File: config.mk
export PLATFORM = sky130hd
export DESIGN_NAME = dram_cmd_timing_gate
export DESIGN_NICKNAME = d
export VERILOG_FILES = /design/src/rtl/dram_cmd_timing_gate_pkg.sv /design/src/rtl/dram_cmd_timing_gate_bank_timer.sv /design/src/rtl/dram_cmd_timing_gate.sv
export SDC_FILE = /design/constraint.sdc
export NUM_CORES = 1
export LEC_CHECK = 0
export ABC_AREA = 1
export BUFFER_PORTS_ARGS = -buffer_cell sky130_fd_sc_hd__buf_4
export CAP_MARGIN = 10
export CORE_MARGIN = 2
export CORE_UTILIZATION = 50
export DETAILED_ROUTE_END_ITERATION = 10
export GPL_TIMING_DRIVEN = 0
export HOLD_SLACK_MARGIN = 0.02
export PLACE_DENSITY = 0.67
export SYNTH_ARGS = -nofsm -noshare
export SYNTH_HDL_FRONTEND = slang
export SYNTH_SLANG_ARGS = --single-unit
File: constraint.sdc
create_clock -name clk -period 8.25 [get_ports clk]
set_clock_uncertainty 0.15 [all_clocks]
set_input_delay 1.65 -clock clk [delete_from_list [all_inputs] [get_ports clk]]
set_output_delay 1.65 -clock clk [all_outputs]
set_load 0.005 [all_outputs]
File: src/rtl/dram_cmd_timing_gate_pkg.sv
// Shared types and default DRAM timing constants for the command timing gate.
package dram_cmd_timing_gate_pkg;

  typedef enum logic [2:0] {
    CMD_NOP = 3'd0,
    CMD_ACT = 3'd1,
    CMD_RD  = 3'd2,
    CMD_WR  = 3'd3,
    CMD_PRE = 3'd4,
    CMD_REF = 3'd5
  } cmd_t;

  localparam int DEF_T_RCD = 4;
  localparam int DEF_T_RP  = 4;
  localparam int DEF_T_RAS = 10;
  localparam int DEF_T_CCD = 2;
  localparam int DEF_T_RFC = 20;

endpackage

File: src/rtl/dram_cmd_timing_gate_bank_timer.sv
// Per-bank open/row state and the three bank-local timing counters (tRCD, tRAS, tRP).
module bank_timer
  import dram_cmd_timing_gate_pkg::*;
#(
  parameter int ROW_W = 16,
  parameter int CNT_W = 8,
  parameter int T_RCD = DEF_T_RCD,
  parameter int T_RP  = DEF_T_RP,
  parameter int T_RAS = DEF_T_RAS
) (
  input  logic             clk,
  input  logic             rst_n,
  input  logic             act_issue,
  input  logic             pre_issue,
  input  logic [ROW_W-1:0] act_row,
  output logic             is_open,
  output logic [ROW_W-1:0] open_row,
  output logic             act_ok,
  output logic             rdwr_ok,
  output logic             pre_ok
);

  logic [CNT_W-1:0] rcd_cnt;
  logic [CNT_W-1:0] ras_cnt;
  logic [CNT_W-1:0] rp_cnt;

  function automatic logic [CNT_W-1:0] sat_dec(input logic [CNT_W-1:0] c);
    return (c == '0) ? c : c - 1'b1;
  endfunction

  // A load on issue wins over the free-running saturating decrement.
  always_ff @(posedge clk or negedge rst_n) begin
    if (!rst_n) begin
      is_open  <= 1'b0;
      open_row <= '0;
      rcd_cnt  <= '0;
      ras_cnt  <= '0;
      rp_cnt   <= '0;
    end else begin
      if (act_issue) begin
        is_open  <= 1'b1;
        open_row <= act_row;
        rcd_cnt  <= CNT_W'(T_RCD - 1);
        ras_cnt  <= CNT_W'(T_RAS - 1);
      end else begin
        rcd_cnt <= sat_dec(rcd_cnt);
        ras_cnt <= sat_dec(ras_cnt);
      end
      if (pre_issue) begin
        is_open <= 1'b0;
        rp_cnt  <= CNT_W'(T_RP - 1);
      end else begin
        rp_cnt <= sat_dec(rp_cnt);
      end
    end
  end

  assign act_ok  = (rp_cnt == '0);
  assign rdwr_ok = (rcd_cnt == '0);
  assign pre_ok  = (ras_cnt == '0);

endmodule

File: src/rtl/dram_cmd_timing_gate.sv
// Holds one scheduled DRAM command until bank/global timing allows it, then issues it as a
// registered one-cycle pulse; protocol-illegal commands are dropped with a cmd_err pulse.
module dram_cmd_timing_gate
  import dram_cmd_timing_gate_pkg::*;
#(
  parameter int BANK_NUM = 8,
  parameter int BANK_W   = $clog2(BANK_NUM),
  parameter int ROW_W    = 16,
  parameter int COL_W    = 10,
  parameter int CNT_W    = 8,
  parameter int T_RCD    = DEF_T_RCD,
  parameter int T_RP     = DEF_T_RP,
  parameter int T_RAS    = DEF_T_RAS,
  parameter int T_CCD    = DEF_T_CCD,
  parameter int T_RFC    = DEF_T_RFC
) (
  input  logic                clk,
  input  logic                rst_n,
  input  logic                sch_valid,
  output logic                sch_ready,
  input  logic [2:0]          sch_cmd,
  input  logic [BANK_W-1:0]   sch_bank,
  input  logic [ROW_W-1:0]    sch_row,
  input  logic [COL_W-1:0]    sch_col,
  output logic                dram_cmd_valid,
  output logic [2:0]          dram_cmd,
  output logic [BANK_W-1:0]   dram_bank,
  output logic [ROW_W-1:0]    dram_row,
  output logic [COL_W-1:0]    dram_col,
  output logic [BANK_NUM-1:0] bank_open,
  output logic                cmd_err
);

  logic              hold_v;
  cmd_t              hold_cmd;
  logic [BANK_W-1:0] hold_bank;
  logic [ROW_W-1:0]  hold_row;
  logic [COL_W-1:0]  hold_col;

  logic [CNT_W-1:0]  ccd_cnt;
  logic [CNT_W-1:0]  rfc_cnt;

  logic [BANK_NUM-1:0] is_open;
  logic [BANK_NUM-1:0] act_ok;
  logic [BANK_NUM-1:0] rdwr_ok;
  logic [BANK_NUM-1:0] pre_ok;
  logic [ROW_W-1:0]    open_row [BANK_NUM];

  logic legal;
  logic timing_ok;
  logic issue_now;
  logic drop_now;
  logic accept;
  logic issue_act;
  logic issue_pre;

  function automatic logic [CNT_W-1:0] sat_dec(input logic [CNT_W-1:0] c);
    return (c == '0) ? c : c - 1'b1;
  endfunction

  for (genvar i = 0; i < BANK_NUM; i++) begin : g_bank
    bank_timer #(
      .ROW_W(ROW_W), .CNT_W(CNT_W), .T_RCD(T_RCD), .T_RP(T_RP), .T_RAS(T_RAS)
    ) u_bank (
      .clk      (clk),
      .rst_n    (rst_n),
      .act_issue(issue_act && (hold_bank == BANK_W'(i))),
      .pre_issue(issue_pre && (hold_bank == BANK_W'(i))),
      .act_row  (hold_row),
      .is_open  (is_open[i]),
      .open_row (open_row[i]),
      .act_ok   (act_ok[i]),
      .rdwr_ok  (rdwr_ok[i]),
      .pre_ok   (pre_ok[i])
    );
  end

  // Evaluate the held command: protocol legality first, then timing readiness.
  always_comb begin
    legal     = 1'b0;
    timing_ok = 1'b0;
    case (hold_cmd)
      CMD_ACT: begin
        legal     = !is_open[hold_bank];
        timing_ok = act_ok[hold_bank] && (rfc_cnt == '0);
      end
      CMD_RD, CMD_WR: begin
        legal     = is_open[hold_bank] && (open_row[hold_bank] == hold_row);
        timing_ok = rdwr_ok[hold_bank] && (ccd_cnt == '0) && (rfc_cnt == '0);
      end
      CMD_PRE: begin
        legal     = is_open[hold_bank];
        timing_ok = pre_ok[hold_bank] && (rfc_cnt == '0);
      end
      CMD_REF: begin
        legal     = ~|is_open;
        timing_ok = (&act_ok) && (rfc_cnt == '0);
      end
      default: begin
        legal     = 1'b0;
        timing_ok = 1'b0;
      end
    endcase
  end

  assign issue_now = hold_v && legal && timing_ok;
  assign drop_now  = hold_v && !legal;
  assign sch_ready = !hold_v || issue_now || drop_now;
  assign accept    = sch_valid && sch_ready && (sch_cmd != CMD_NOP);
  assign issue_act = issue_now && (hold_cmd == CMD_ACT);
  assign issue_pre = issue_now && (hold_cmd == CMD_PRE);
  assign bank_open = is_open;

  // Stage 1: one-entry holding register, refilled in the same cycle it empties.
  always_ff @(posedge clk or negedge rst_n) begin
    if (!rst_n) begin
      hold_v <= 1'b0;
    end else if (accept) begin
      hold_v <= 1'b1;
    end else if (issue_now || drop_now) begin
      hold_v <= 1'b0;
    end
  end

  always_ff @(posedge clk) begin
    if (accept) begin
      hold_cmd  <= cmd_t'(sch_cmd);
      hold_bank <= sch_bank;
      hold_row  <= sch_row;
      hold_col  <= sch_col;
    end
  end

  always_ff @(posedge clk or negedge rst_n) begin
    if (!rst_n) begin
      ccd_cnt <= '0;
      rfc_cnt <= '0;
    end else begin
      ccd_cnt <= (issue_now && (hold_cmd == CMD_RD || hold_cmd == CMD_WR)) ?
                 CNT_W'(T_CCD - 1) : sat_dec(ccd_cnt);
      rfc_cnt <= (issue_now && (hold_cmd == CMD_REF)) ? CNT_W'(T_RFC - 1) : sat_dec(rfc_cnt);
    end
  end

  // Stage 2: registered command bus and error pulse.
  always_ff @(posedge clk or negedge rst_n) begin
    if (!rst_n) begin
      dram_cmd_valid <= 1'b0;
      cmd_err        <= 1'b0;
      dram_cmd       <= CMD_NOP;
      dram_bank      <= '0;
      dram_row       <= '0;
      dram_col       <= '0;
    end else begin
      dram_cmd_valid <= issue_now;
      cmd_err        <= drop_now;
      if (issue_now) begin
        dram_cmd  <= hold_cmd;
        dram_bank <= hold_bank;
        dram_row  <= hold_row;
        dram_col  <= hold_col;
      end
    end
  end

endmodule
* Word-level counts from Yosys, hierarchy flattened
Cells that the tools add are included.
** Word-level totals
- Flip-flop bits (word level) :: 411
- Input port bits :: 35
** Cells by class
- Add/subtract/negate cells :: 26
- $lt $le $gt $ge :: 2
- Eq/ne operators :: 39
- Mux-type cells :: 83
- Bitwise logic cells :: 1
- Reduce and logical (&&, ||, !) cells :: 79
** Operator list (number)
- $mux 8 :: 52
- $logic_not 8->1 :: 26
- $sub 8x1->8 const B :: 26
- $bmux 16 s3 :: 1
- $ne 2x1->1 const B :: 24
- $mux 16 :: 2
- $logic_and 1x1->1 :: 31
- $mux 1 :: 22
- $eq 3x3->1 const B :: 6
- $reduce_bool 2->1 :: 9
- $eq 16x16->1 :: 1
- $bmux 1 s3 :: 4
- $eq 3x2->1 const B :: 4
- $pmux 1 s4 :: 2
- $reduce_and 8->1 :: 1
- $reduce_or 8->1 :: 1
- $eq 3x1->1 const B :: 2
- $ge 4x4->1 const B :: 1
- $logic_not 1->1 :: 4
- $logic_or 1x1->1 :: 4
- $lt 3x4->1 const B :: 1
- $ne 2x2->1 const B :: 2
- $not 3->4 :: 1
- $logic_not 3->1 :: 1
- other kinds (2) :: 2

* Longest topological paths before layout
Gate-level depths: netlist (run 1).
- Word-level depth :: 14
- Gate-level depth with buffers :: 21
- Gate-level depth less buffers :: 18

* By module
A second synthesis (run 1) with hierarchy kept.
** Unflattened totals
- Cell total of the unflattened synthesis :: 2800
- Area, all modules :: 21659.5 um^2
** By module, submodules not included
- bank_timer (g_bank[0].u_bank ...) :: instances 7, cells each 261, area an instance 2063.2 um^2
- dram_cmd_timing_gate :: instances 1, cells each 716, area an instance 5141.2 um^2
- bank_timer (g_bank[2].u_bank) :: instances 1, cells each 257, area an instance 2075.7 um^2

* Least setup slack after synthesis (run 1)
No wires, ideal clock.
- Path kind :: reg-to-reg
- Start :: register ccd_cnt[0]
- End :: register hold_bank[0], enable pin
- Data arrival time :: 3.288 ns
- Data required time :: 7.679 ns
- Slack :: 4.390 ns
- Cell stages (with the launch flop) :: 16
- Buffers on the path :: 1
- Path through :: dfrtp_1 > inv_1 > ha_1 > nor3b_1 > nand2_1 > nor2_1 > nand2_1 > nor3_1 > nand2_1 > nand3_1 > nor2b_1 > buf_4 > nor2_1 > nand2_1 > nand2_1 > nor2_1
** On the way
- Longest elaborated chain between the ends :: 9
** Ends and longest elaborated chain
- start: declaration :: line dram_cmd_timing_gate.sv:40 : logic [CNT_W-1:0] ccd_cnt;
- start signal: assignment :: line dram_cmd_timing_gate.sv:139 : ccd_cnt <= (issue_now && (hold_cmd == CMD_RD || hold_cmd == CMD_WR)) ?
- $logic_not 8->1 :: line dram_cmd_timing_gate.sv:89 : timing_ok = rdwr_ok[hold_bank] && (ccd_cnt == '0) && (rfc_cnt == '0);
- $logic_and 1x1->1 (2 in series) :: line dram_cmd_timing_gate.sv:89
- $pmux 1 s4 :: line dram_cmd_timing_gate.sv:82 : case (hold_cmd)
- $logic_and 1x1->1 :: line dram_cmd_timing_gate.sv:106 : assign issue_now = hold_v && legal && timing_ok;
- $logic_or 1x1->1 (2 in series) :: line dram_cmd_timing_gate.sv:108 : assign sch_ready = !hold_v || issue_now || drop_now;
- net sch_ready :: line dram_cmd_timing_gate.sv:20 : output logic sch_ready,
- $logic_and 1x1->1 (2 in series) :: line dram_cmd_timing_gate.sv:109 : assign accept = sch_valid && sch_ready && (sch_cmd != CMD_NOP);
- net accept :: line dram_cmd_timing_gate.sv:53 : logic accept;
- end signal: assignment :: line dram_cmd_timing_gate.sv:128 : hold_bank <= sch_bank;
- end: declaration :: line dram_cmd_timing_gate.sv:36 : logic [BANK_W-1:0] hold_bank;
The timed path passes the listed nets, and every way through them passes these cells.
A chain may end at the register's enable or synchronous reset.

* Worst setup path after layout (run 1)
- Start :: register hold_bank[0]
- End :: output port sch_ready
** On the way
- Longest elaborated chain between the ends :: 11
** Ends and longest elaborated chain
- $not 3->4 (implied by the code) :: line dram_cmd_timing_gate.sv:88 : legal = is_open[hold_bank] && (open_row[hold_bank] == hold_row);
- $bmux 16 s3 :: line dram_cmd_timing_gate.sv:88
- $mux 16 (implied by the code) (2 in series) :: line dram_cmd_timing_gate.sv:88
- $eq 16x16->1 :: line dram_cmd_timing_gate.sv:88
- $logic_and 1x1->1 :: line dram_cmd_timing_gate.sv:88
- $pmux 1 s4 :: line dram_cmd_timing_gate.sv:82
- $logic_and 1x1->1 (2 in series) :: line dram_cmd_timing_gate.sv:106
- $logic_or 1x1->1 :: line dram_cmd_timing_gate.sv:108
- $logic_or 1x1->1 * :: line dram_cmd_timing_gate.sv:108
- end: declaration :: line dram_cmd_timing_gate.sv:20
Mark *: on every way between the ends. The rest lies on a longest branch, timed or not. The select of a mux whose other input is x is not followed.

==> reports/results.ini, run 1 <==
[run_status]
run_status=finished, final reports clean

[synth]
synth_cells=2728
ys_dominant_reg_cell=dfrtp_1
synth_edf_count=32
postSynthAreaPerCell_um2=7.71
yosysUniqueCellTypes=41
post_synthesis_cell_area_mm2=0.0210
synth.yosys.seq_area_share_pct=49.7
number_of_flip_flops_and_latches_in_the_synthesized_netlist=411
synthArstFlopShare_pct=92.2
synthesis.nets=2813
ys.warnings.count=0

[routing]
drt_drc_violations_left=0
antenna_left=0
dr.pass1.iters=6
route.final.wire_length_mm=54.7
first_iter_violations=1653
route.vias.total=17800
post_drt_wl_per_cell_um=16.0
viasPerCell=5.21

[finish]
sequential_standard_cell_area_mm2=0.0104
layout.cells.most_common_list=920 x nand2_1, 412 x inv_1, 379 x dfrtp_1
multi_input_area_mm2=0.00849
layout_overhead_on_the_synthesized_area_pct=13.5
nets_finish=2941
final-instance-count-excl-fill=3429
most_frequent_standard_cell_in_the_layout_excluding_fill_and_tap_cells=nand2_1
insertedDiodeCount=0
fraction_of_layout_instances_using_a_drive_strength_above_1_pct=9.17
num-fill-cells=3859
final_core_util_pct=57.1

[global_routing]
grt_pass1_vias=17100
grt_pass1_wl_mm=88.6
grt_max_degree=122
sum_of_overflow_across_all_layers_after_global_routing=0
global_route.usage.total_pct=25.4
antenna_found_initial=0

[floorplan]
die_w_um=209
start_util_pct=50.4
area_of_the_core_region_mm2=0.0418
placement_rows=75
top_level_ports=78
die_area_mm2=0.0437
dieHeight_um=209

[clock_tree]
clkSinkCount=411
post_cts_hold_buffer_count=0
cts-htree-levels=2
cts_clk_pin_slew_worst_paths_ps=60
library_cell_used_as_clock_root_buffer=clkbuf_16
post_cts_buffers=0
post_cts.resized_instances=0
clock_tree.buffer_depth=3
cts_tree=done
clk-insertion-delay-late_ps=590
cts_inserted_buffers=45

[placed_design]
post-dp-hpwl_mm=38.6
dp_worst_setup_slack_ps=3670
port-buffer-count=77
place_inst=3348
gp_congestion=0.934

[sta]
setup_viol=0
min_period_ps=5230
postLayoutSetupSlackWorst_ps=3020
maxSlewViolCount=0
timing.setup.tns_ps=0
finalCritPeriodShare_pct=63.4
worstMarginPinSlew_ps=1220
rsz0062_at_grt=false
timing.final.hold_violations=0
slew-limit-headroom_pct=18.6
clock.fmax_mhz=191

[worst_hold_path]
timing.hold.worst.class=register to register

[pwr]
p_leak_nw=13.2
total_power_mw=7.19
ir_worst_vdd_v=0.000197
power_per_cell_area_mw_per_mm2=301

[critical_path]
crit_buf_inv=4
crit-reg2reg-capture=g_bank[7].u_bank.rp_cnt[4]
timing.critical_path.cells=buf_4, nor2_4, buf_2, a22oi_1, nand3_1, nand2_1, nor2_1, nand2_1, nor2_1, nand3_1, nand2_2, buf_4, nand2_1, buf_4
critical_path_required_ps=6450
family_with_the_most_delay_on_the_worst_path=simple AND/OR/NAND/NOR gates
worst-endpoint-arrival_ps=3430
termination_of_the_worst_setup_path=sch_ready
crit-reg2reg-launch=g_bank[3].u_bank.rp_cnt[0]
worst-setup-path-type=register to output port
cp_max_fo=10
cpMaxStageDelayCell=buf_2
critPathMaxStageDelay_ps=380
timing.critical_path.to_type=output port
worstSetupStartpointType=register
cp_num_cells=14
setup_slack_reg_to_reg_ps=4500
timing.critical_path.from=hold_bank[0]
ff2ff_path_depth=17

[job]
max_cap_viol_count=0

==> routing by layer <==
layer  vias up  part of all wire [%]  track usage (%)
met2       610                    45             39.9
met4         0                   4.3             10.4
met1      8408                    44             35.2
met3       146                   7.0             4.33
met5         -                     0                0
li1       8685                     -                -
==> where the power goes <==
| group | internal (mW) | switching [mW] | total (mW) | leakage (nW) |
|---|---|---|---|---|
| Sequential | 2.61 | 0.384 | 2.99 | 5.16 |
| Combinational | 0.877 | 1.31 | 2.19 | 7.29 |
| Clock | 1.19 | 0.816 | 2.01 | 0.713 |
| Total | 4.68 | 2.51 | 7.19 | 13.2 |
==> worst min-delay path by stage <==
stage / from / to / slack [ps] / depth (start not counted)
5_1_grt: hold_col[5] / dram_col[5] / 310 / 2
2_1_floorplan: hold_col[0] / dram_col[0] / 270 / 2
4_1_cts: hold_col[5] / dram_col[5] / 290 / 2
3_3_place_gp: hold_col[8] / dram_col[8] / 270 / 2
6_report: hold_col[5] / dram_col[5] / 290 / 2
3_5_place_dp: hold_col[6] / dram_col[6] / 280 / 2
==> sequential cells by signal, summed over array words and instances (netlist names) <==
register,cells
hold_v,1
cmd_err,1
hold_row,16
g_bank.u_bank.is_open,8
ccd_cnt,8
dram_col,10
dram_cmd,3
dram_bank,3
hold_cmd,3
g_bank.u_bank.open_row,128
g_bank.u_bank.ras_cnt,64
hold_col,10
dram_cmd_valid,1
g_bank.u_bank.rcd_cnt,64
g_bank.u_bank.rp_cnt,64
hold_bank,3
dram_row,16
rfc_cnt,8
==> per-stage QoR <==
step,instance area (um^2),hold WS [ps]
after CTS,23900,294
after global routing,23900,307
after floorplan,21000,268
final,23900,292
after global placement,22300,274
after detailed placement,22400,282
==> cells by family (layout without fill, tap and decap cells) <==
family,count (synthesis),after routing,synth area share [%]
compound gates,148,148,3.82
xor+xnor,71,71,2.96
simple gates,1524,1524,30.6
flops,411,411,49.7
buf+inv,524,686,10.0
fa+ha+maj,50,50,2.97
==> worst min-delay path, cell delays in order (launching register included) <==
cell	delay, ps
edfxtp_1	320
nand2_1	50
nand2_1	40
==> cells in the mapped netlist, drive strengths merged, types with 4 or more instances <==
cell	number	share of area, %
nand2	923	17
inv	420	7.5
dfrtp	379	45
nand3	300	7.2
nor2	202	3.8
o21ai	82	2.0
buf	72	1.9
xor2	58	2.4
ha	50	3.0
nand4	42	1.4
a21oi	41	0.98
edfxtp	32	4.6
clkbuf	31	0.55
nor3	21	0.55
or2	20	0.59
xnor2	13	0.54
o211ai	9	0.32
nor4	6	0.18
a31oi	4	0.12
nor3b	4	0.14
==> cell type report <==
type	instances	area share (%)
Buffer	103	2.20
Tap cell	539	2.83
Timing Repair Buffer	81	2.88
Clock buffer	71	5.55
Sequential cell	411	43.8
Multi-Input combinational cell	1793	35.6
Inverter	421	6.62
Clock inverter	10	0.566
(Power assumes the default switching activity.)
==> inputs of run 2 (changes only) <==
- PLACE_DENSITY: 0.67 -> 0.69
- clock period: 8.25 -> 4.3 ns (I/O delays scaled with it)
==> run 2 against run 1 <==
Net effect:
- sequential power grew 92%
- first-iteration DRC count is 5.7% higher
- largest power group unchanged
- flip-flop and latch count unchanged
- combinational power grew 95%
- final area grew 1.1%
- utilization rose by 0.63 points
- register-to-register slack got worse by 4000 ps
- non-clock buffer count is 7 higher
- final cell count up 0.29%
- sequential share of layout area fell by 0.47 points
==> reports/results.ini, run 2 (same netlist as run 1, synthesis figures left out) <==
[run_status]
run_status=finished, final reports clean  ; unchanged

[critical_path]
cp_num_cells=14  ; unchanged
critPathMostFrequentCell=nand2_1
timing.critical_path.to_type=output port  ; unchanged
family_with_the_most_delay_on_the_worst_path=simple AND/OR/NAND/NOR gates  ; unchanged
worst-setup-path-type=register to output port  ; unchanged
crit_buf_inv=4  ; unchanged
worstSetupStartpointType=register  ; unchanged
cpMaxStageDelayCell=edfxtp_1  ; was buf_2
cp_max_fo=10  ; unchanged
worst-endpoint-arrival_ps=3150  ; was 3430 ps
ff2ff_path_depth=17  ; unchanged
critical_path_required_ps=3290  ; was 6450 ps
critPathMaxStageDelay_ps=390  ; was 380 ps
timing.critical_path.cells=buf_4, nor2_2, buf_2, a21oi_1, nand4_1, nand3_1, nand2_1, nand2_1, nor2_1, nand3_1, nand2_2, buf_6, nand2_1, buf_4  ; was buf_4, nor2_4, buf_2, a22oi_1, nand3_1, nand2_1, nor2_1, nand2_1, nor2_1, nand3_1, nand2_2, buf_4, nand2_1, buf_4

[placed_design]
gp_congestion=0.963  ; was 0.934
post-dp-hpwl_mm=39.2  ; was 38.6 mm
detailed_place.area_mm2=0.0224  ; unchanged
port-buffer-count=77  ; unchanged

[routing]
post_drt_wl_per_cell_um=16.3  ; was 16.0 um
viasPerCell=5.24  ; was 5.21
drt_drc_violations_left=0  ; unchanged
antenna_left=0  ; unchanged
dr.pass1.iters=6  ; unchanged
route.vias.total=18000  ; was 17800
first_iter_violations=1748  ; was 1653
route.final.wire_length_mm=55.9  ; was 54.7 mm

[sta]
maxSlewViolCount=0  ; unchanged
worstMarginPinSlew_ps=1160  ; was 1220 ps
min_period_ps=4160
setup_viol=0  ; unchanged
finalCritPeriodShare_pct=96.6
whs_ps=121  ; was 292 ps
clock.fmax_mhz=241
slew-limit-headroom_pct=22.7  ; was 18.6%
rsz0062_at_grt=false  ; unchanged
timing.final.hold_violations=0  ; unchanged

[finish]
sequential_standard_cell_area_mm2=0.0104  ; unchanged
layout_overhead_on_the_synthesized_area_pct=14.7  ; was 13.5%
largest_register=g_bank.u_bank.open_row  ; unchanged
most_frequent_standard_cell_in_the_layout_excluding_fill_and_tap_cells=nand2_1  ; unchanged
layout.cells.most_common_list=919 x nand2_1, 411 x inv_1, 379 x dfrtp_1  ; was 920 x nand2_1, 412 x inv_1, 379 x dfrtp_1
insertedDiodeCount=0  ; unchanged
fin_area_mm2=0.0241  ; was 0.0239 mm^2
final_core_util_pct=57.8  ; was 57.1%
fraction_of_layout_instances_using_a_drive_strength_above_1_pct=10.1  ; was 9.17%
largest_reg_flops=128  ; unchanged
multi_input_area_mm2=0.00852  ; was 0.00849 mm^2
num-fill-cells=3722  ; was 3859
nets_finish=2949  ; was 2941

[clock_tree]
cts-htree-levels=2  ; unchanged
clock_tree.buffer_depth=3  ; unchanged
clkSinkCount=411  ; unchanged
post_cts_hold_buffer_count=0  ; unchanged
clk-insertion-delay-late_ps=580  ; was 590 ps
cts_inserted_buffers=46  ; was 45
cts_tree=done  ; unchanged
library_cell_used_as_clock_root_buffer=clkbuf_16  ; unchanged
cts_clk_pin_slew_worst_paths_ps=60  ; about the same

[global_routing]
grt_pass1_vias=17200  ; was 17100
sum_of_overflow_across_all_layers_after_global_routing=0  ; unchanged
grt_max_degree=119  ; was 122
grt_pass1_wl_mm=90.1  ; was 88.6 mm
antenna_found_initial=0  ; unchanged
global_route.usage.total_pct=26.0  ; was 25.4%

[floorplan]
top_level_ports=78  ; unchanged
start_util_pct=50.4  ; unchanged
placement_rows=75  ; unchanged
die_w_um=209  ; unchanged
area_of_the_core_region_mm2=0.0418  ; unchanged
dieHeight_um=209  ; unchanged
die_area_mm2=0.0437  ; unchanged

[worst_hold_path]
timing.hold.worst.class=input pin to asynchronous set/reset pin  ; was register to register

[pwr]
p_leak_nw=13.3  ; was 13.2 nW
power_per_cell_area_mw_per_mm2=586  ; was 301 mW/mm^2
ir_worst_vdd_v=0.000433  ; was 0.000197 V
total_power_mw=14.1  ; was 7.19 mW

[job]
max_cap_viol_count=0  ; unchanged

## run 2: changes by cell type in the layout (fill, tap and decap cells not counted), sizes merged
| cell | before | now |
|---|---|---|
| clkbuf | 102 | 101 |
| clkinvlp | 1 | 2 |
| bufinv | 3 | 6 |
| buf | 153 | 156 |
| clkinv | 5 | 9 |
## run 2: per-layer routing
metal	share of wire, %	wire [um]	track usage, %	vias up
met2	45	25300	41.0	609
met1	43	24000	35.6	8576
li1	-	-	-	8708
met5	0	0	0	-
met3	7.5	4210	4.36	139
met4	4.2	2330	11.0	0
## run 2: metrics by stage
step | setup slack (ps) | setup TNS [ps] | std cells
after global routing | 2.97 | 0 | 3439
after floorplan | 440 | 0 | 2728
final | 144 | 0 | 3439
after CTS | 0.873 | 0 | 3431
after detailed placement | 434 | 0 | 3348
after global placement | -1640 | -636700 | 3344
## run 2: repair_timing
| item | 4_1_cts | 5_1_grt |
|---|---|---|
| gates resized for setup | 9 | 29 |
| cloned | 0 | 0 |
| pin swaps | 0 | 3 |
| endpoints found under the setup margin | 1 | 1 |
| setup buffers | 0 | 8 |
## run 2: layout make-up
type / count / share of cell area [%]
clock inverter: 18 / 1.07
timing repair buffer: 89 / 3.10
buffer: 102 / 2.37
multi-input combinational: 1793 / 35.3
clock buffer: 66 / 5.46
sequential: 411 / 43.3
inverter: 421 / 6.57
tap: 539 / 2.80
## run 2: path summary, 6_finish.rpt
kind	start	end	slack [ps]
worst max-delay path	hold_bank[0]	sch_ready	140
worst min-delay path	rst_n	g_bank[1].u_bank.ras_cnt[5]	120
worst max register to register	g_bank[5].u_bank.ras_cnt[0]	g_bank[2].u_bank.rp_cnt[7]	510
worst min register to register	hold_col[1]	dram_col[1]	290
max in group asynchronous	rst_n	g_bank[5].u_bank.rp_cnt[3]	2430
min in group clk	hold_col[1]	dram_col[1]	290
## run 2: power breakdown
group / switching [mW] / total, mW / internal [mW]
logic: 2.57 / 4.26 / 1.70
clock network: 1.63 / 4.12 / 2.50
registers: 0.745 / 5.75 / 5.01
total: 4.94 / 14.1 / 9.20
## run 2: worst reg2reg max path: stages, from the launching register on
cell and delay [ps]:
dfrtp_1 370, inv_1 110, ha_1 150, nand3_1 70, nor2_1 300, inv_1 140
a21oi_1 170, nand2_1 90, nand2_1 220, nand2_1 90, nand3_1 120, nand2_1 70
nor2_1 350, nand3_2 370, inv_2 370, nand2_1 320, nand2_1 160, inv_1 50
